### config.mk
export PLATFORM = sky130hd
export DESIGN_NAME = apb_slave
export DESIGN_NICKNAME = d
export VERILOG_FILES = /design/src/rtl/apb_pkg.sv /design/src/rtl/apb_regfile.sv /design/src/rtl/apb_slave.sv
export SDC_FILE = /design/constraint.sdc
export NUM_CORES = 1
export LEC_CHECK = 0
export BUFFER_PORTS_ARGS = -buffer_cell sky130_fd_sc_hd__buf_2
export CAP_MARGIN = 20
export CORE_MARGIN = 5
export CORE_UTILIZATION = 66
export CTS_CLUSTER_DIAMETER = 120
export DETAILED_ROUTE_END_ITERATION = 6
export PLACE_DENSITY = 0.85
export SLEW_MARGIN = 15
export SYNTH_ARGS = -nofsm -noshare
export SYNTH_HDL_FRONTEND = slang
export SYNTH_SLANG_ARGS = --single-unit
export TNS_END_PERCENT = 5
### constraint.sdc
create_clock -name pclk -period 9.48 [get_ports pclk]
set_input_delay 1.896 -clock pclk [delete_from_list [all_inputs] [get_ports pclk]]
set_output_delay 1.896 -clock pclk [all_outputs]
set_load 0.05 [all_outputs]
### src/rtl/apb_pkg.sv
// apb_pkg: shared definitions for the 8-bit APB link.
//   APB_DATA_W / APB_ADDR_W : default bus widths
//   APB_CNT_W               : width of the completer wait-state counter
//   apb_slv_state_t         : completer FSM states (IDLE, ACCESS)
package apb_pkg;

    localparam int APB_DATA_W = 8;
    localparam int APB_ADDR_W = 8;
    localparam int APB_CNT_W  = 4;

    typedef enum logic {
        IDLE   = 1'b0,
        ACCESS = 1'b1
    } apb_slv_state_t;

endpackage

### src/rtl/apb_regfile.sv
// apb_regfile: DEPTH x DATA_WIDTH register storage for the APB completer.
//   pclk   in   clock, writes on rising edge
//   preset in   asynchronous active-high clear of every entry
//   we     in   write enable
//   addr   in   entry index, shared by the write and the read port
//   wdata  in   write data
//   rdata  out  asynchronous read of mem[addr]
module apb_regfile
    import apb_pkg::*;
#(
    parameter int DATA_WIDTH = APB_DATA_W,
    parameter int DEPTH      = 16,
    parameter int IDX_W      = 4
) (
    input  logic                  pclk,
    input  logic                  preset,
    input  logic                  we,
    input  logic [IDX_W-1:0]      addr,
    input  logic [DATA_WIDTH-1:0] wdata,
    output logic [DATA_WIDTH-1:0] rdata
);

    logic [DATA_WIDTH-1:0] mem_q [DEPTH];

    always_ff @(posedge pclk or posedge preset) begin
        if (preset) begin
            for (int i = 0; i < DEPTH; i++) begin
                mem_q[i] <= '0;
            end
        end else if (we) begin
            mem_q[addr] <= wdata;
        end
    end

    // The top only consumes rdata for in-range addresses.
    assign rdata = mem_q[addr];

endmodule

### src/rtl/apb_slave.sv
// apb_slave: APB completer with configurable wait states and a local register file.
//   pclk     in   bus clock
//   preset   in   asynchronous active-high reset
//   psel     in   slave select
//   penable  in   access-phase indicator
//   pwrite   in   1 = write, 0 = read
//   paddr    in   transfer address
//   pwdata   in   write data
//   prdata   out  read data, non-zero only in the pready cycle of an in-range read
//   pready   out  transfer-complete strobe
//   pslverr  out  error response for addresses >= DEPTH, only with pready
module apb_slave
    import apb_pkg::*;
#(
    parameter int DATA_WIDTH  = APB_DATA_W,
    parameter int ADDR_WIDTH  = APB_ADDR_W,
    parameter int DEPTH       = 16,
    parameter int WAIT_CYCLES = 1
) (
    input  logic                  pclk,
    input  logic                  preset,
    input  logic                  psel,
    input  logic                  penable,
    input  logic                  pwrite,
    input  logic [ADDR_WIDTH-1:0] paddr,
    input  logic [DATA_WIDTH-1:0] pwdata,
    output logic [DATA_WIDTH-1:0] prdata,
    output logic                  pready,
    output logic                  pslverr
);

    localparam int IDX_W = (DEPTH > 1) ? $clog2(DEPTH) : 1;
    // One extra bit so DEPTH == 2**ADDR_WIDTH is representable.
    localparam logic [ADDR_WIDTH:0]  DEPTH_X = (ADDR_WIDTH + 1)'(DEPTH);
    localparam logic [APB_CNT_W-1:0] WAIT_LD = APB_CNT_W'(WAIT_CYCLES);

    apb_slv_state_t        state_q, state_d;
    logic [APB_CNT_W-1:0]  cnt_q, cnt_d;
    logic [ADDR_WIDTH-1:0] addr_q, addr_d;
    logic                  write_q, write_d;
    logic [DATA_WIDTH-1:0] wdata_q, wdata_d;

    logic                  setup;
    logic                  complete;
    logic                  in_range;
    logic                  capture;
    logic                  wr_en;
    logic [DATA_WIDTH-1:0] rd_data;

    assign setup    = psel && !penable;
    assign in_range = ({1'b0, addr_q} < DEPTH_X);
    // psel gating lets an abort suppress the response in the same cycle.
    assign complete = (state_q == ACCESS) && psel && (cnt_q == '0);
    assign wr_en    = complete && write_q && in_range;

    always_comb begin
        state_d = state_q;
        cnt_d   = cnt_q;
        capture = 1'b0;
        case (state_q)
            IDLE: begin
                // penable without a preceding setup phase is ignored here.
                if (setup) begin
                    state_d = ACCESS;
                    cnt_d   = WAIT_LD;
                    capture = 1'b1;
                end
            end
            ACCESS: begin
                if (!psel) begin
                    state_d = IDLE;
                    cnt_d   = '0;
                end else if (cnt_q != '0) begin
                    if (penable) begin
                        cnt_d = cnt_q - 1'b1;
                    end
                end else if (setup) begin
                    // Completing edge that is also a setup edge: chain the next transfer.
                    cnt_d   = WAIT_LD;
                    capture = 1'b1;
                end else begin
                    state_d = IDLE;
                end
            end
            default: begin
                state_d = IDLE;
                cnt_d   = '0;
            end
        endcase
    end

    always_comb begin
        addr_d  = addr_q;
        write_d = write_q;
        wdata_d = wdata_q;
        if (capture) begin
            addr_d  = paddr;
            write_d = pwrite;
            wdata_d = pwdata;
        end
    end

    always_ff @(posedge pclk or posedge preset) begin
        if (preset) begin
            state_q <= IDLE;
            cnt_q   <= '0;
        end else begin
            state_q <= state_d;
            cnt_q   <= cnt_d;
        end
    end

    // Captured transfer fields are only consumed while in ACCESS, so they need no reset.
    always_ff @(posedge pclk) begin
        addr_q  <= addr_d;
        write_q <= write_d;
        wdata_q <= wdata_d;
    end

    apb_regfile #(
        .DATA_WIDTH(DATA_WIDTH),
        .DEPTH     (DEPTH),
        .IDX_W     (IDX_W)
    ) u_regfile (
        .pclk  (pclk),
        .preset(preset),
        .we    (wr_en),
        .addr  (addr_q[IDX_W-1:0]),
        .wdata (wdata_q),
        .rdata (rd_data)
    );

    assign pready  = complete;
    assign pslverr = complete && !in_range;
    assign prdata  = (complete && !write_q && in_range) ? rd_data : '0;

endmodule

==> reports/metrics.yaml <==
status: "finished clean"
antenna_left: 0
place.gp.congestion: 0.7958
synthesis.nets: 474
avgRoutedWirePerCell_um: 23.32
async_flop_share: 0.8867
first_pass_iters: 5
fmax_mhz: 175.0
die_h_um: 112.1
cts_hold_buf: 0
worstPathCellList: "buf_2, nand2b_1, or4_1, nor3_1, buf_2"
yosys.area_share.simple: 0.05948
cts.sinks: 150
cp.buffers_inverters: 2
ios: 31
max-slew-margin-rel: 0.4141
finalWorstSetupSlack_ns: 3.766
path_clk_slew_ns: 0.06
drtIter0Drc: 363
cts_tree: "built"
finalSetupViolations: 0
hold_viol_final: 0
die_w_um: 112.1
track_usage: 0.2550
grt_overflow: 0
synth_edf_count: 17
fillers: 610
ctsLongestPathBuffers: 2
floorplan.initialDensity: 0.6724
viasPerCell: 6.441
crit_slowest_cell: "or4_1"
post_cts_buffers: 0
setup_tns_ns: 0
ff2ff_path_depth: 5
synth-seq-area-share: 0.5580
fin_nets: 499
drv_cap: 0
start_kind: "input port"
cp.arrival_ns: 3.82
fin_crit_ns: 5.714
cts_root_buffer: "clkbuf_8"
rsz0062_at_grt: "false"
antenna_cells: 0
drc: 0
netlist_area_um2: 6879
skew_ns: 0.007292
vias: 4032
criticalPathCategory: "in2out"
synth_compound_area_frac: 0.03656
synth_mux_area_frac: 0.3198
path_delay_family: "simple AND/OR/NAND/NOR gates"
drive_gt1_frac: 0.4816
cts_buffers: 17
synth_top_family_by_area: "multiplexers"
ctsResizeCount: 0
core_area_um2: 10230
synth_warnings: 0
hp-class: "reg2reg"
endpoint_kind: "output pin"
synth_ff_type: "dfrtp_1"
crit_required_ns: 7.58
critical_path_cell_count: 5
die_area_um2: 12560
crit_path_max_fanout: 8
cp_common_cell: "buf_2"
dpl_worst_slack_ns: 3.809
htreeDepth: 4
netlist-cell-type-count: 45
clk_latency_ns: 0.53
drv_slew: 0
power.leakage_nw: 3.717
synth_seq_cells: 150
wirelength_um: 14600
dpl.hpwl_um: 9207
synth_cells: 452
grt_pass1_wl_um: 24480
hold_depth: 1
first_global_vias: 4449
power.density_nw_per_um2: 190.7
grt_max_degree: 72
fin_crit_sh: 0.6027
portBuffers: 30
area_growth_pct: 12.00
rows: 37
antenna_found_initial: 0
synth_fa_ha_area_frac: 0.001819
peakVddDrop_v: 0.0001239
synth-xor-area-share: 0.001273
worstMarginPinSlew_ns: 0.8789
syn_avg_cell_area_um2: 15.22
cp_slowest_stage_delay_ns: 0.81
registers in the layout, summed over array words and instances, names as in the netlist:
register	cells
addr_q	8
cnt_q	4
state_q	1
u_regfile.mem_q	128
wdata_q	8
write_q	1
routing by layer:
layer  global-route usage  vias to the layer above  share of wire
li1                     -                     1744              -
met1               0.3255                     2140           0.40
met2               0.4331                      129           0.53
met3              0.06954                       19          0.055
met4              0.07212                        0          0.015
met5                    0                        -              0
layout by cell type (no fill, tap or decap), types with 2 or more instances in the layout:
master,n
nor3_1,8
buf_4,4
buf_2,30
mux2_2,111
dfrtp_1,133
nand2_2,9
a22oi_1,7
a21oi_1,3
inv_1,6
o211ai_1,3
mux2_4,16
nand3b_1,2
inv_4,2
o221ai_1,2
nor4_4,4
mux4_2,23
bufinv_16,3
nor2b_1,2
edfxtp_1,17
clkbuf_16,16
clkinvlp_4,4
nand2_1,6
mux2i_1,18
clkinv_2,3
and3_1,5
nand2b_1,4
o21ai_0,9
nor2_1,5
o22ai_1,8
nand3_1,4
clkbuf_8,4
cell type report:
class,count,area [um2],share of cell area
Sequential cell,150,3839,0.4982
Multi-Input combinational cell,267,2882,0.3740
Clock buffer,20,455.4,0.05911
Timing Repair Buffer,34,180.2,0.02338
Tap cell,136,170.2,0.02209
Clock inverter,12,150.1,0.01949
Inverter,7,28.78,0.003735
logic make-up (layout without fill, tap and decap cells):
kind of cell | after synthesis | after routing
compound gates | 38 | 38
buf+inv | 35 | 73
flops | 150 | 150
xor+xnor | 1 | 1
simple gates | 58 | 58
mux | 169 | 169
fa+ha+maj | 1 | 1
per-stage QoR:
stage	power [mW]	util	cells	cell area [um2]	hold slack (ns)
floorplan	0.7665	-	452	6879	0.4574
global placement	0.7916	0.6939	594	7099	0.4685
detailed placement	0.7979	0.6939	594	7099	0.4860
CTS	1.475	0.7531	626	7705	0.4996
global route	1.520	0.7531	626	7705	0.5148
finish	1.469	0.7531	626	7705	0.4990
path summary, 6_finish.rpt:
check                                     from             endpoint  slack (ns)
hold / removal             u_regfile.mem_q[23]  u_regfile.mem_q[23]        0.50
setup reg to reg                     addr_q[1]  u_regfile.mem_q[24]        6.72
max in group asynchronous               preset  u_regfile.mem_q[73]        6.60
setup / recovery                          psel            prdata[7]        3.77
hold reg to reg            u_regfile.mem_q[23]  u_regfile.mem_q[23]        0.50
min in group asynchronous               preset  u_regfile.mem_q[20]        1.50
report_power, final:
group / switching, mW / total [mW] / internal, mW
registers: 0.0207 / 0.687 / 0.666
clock network: 0.261 / 0.682 / 0.421
logic: 0.0638 / 0.101 / 0.0367
Yosys cell counts, types with 8 or more instances:
library cell  instances  area share
mux2_4               16       0.035
nand2_2               9      0.0082
mux2_2              111        0.18
dfrtp_1             133        0.48
edfxtp_1             17       0.074
o22ai_1               8      0.0073
o21ai_0               9      0.0065
mux2i_1              18       0.026
nor3_1                8      0.0058
mux4_2               23       0.075
clkbuf_1             20       0.011
No activity file was read; power rests on OpenSTA's default activity.
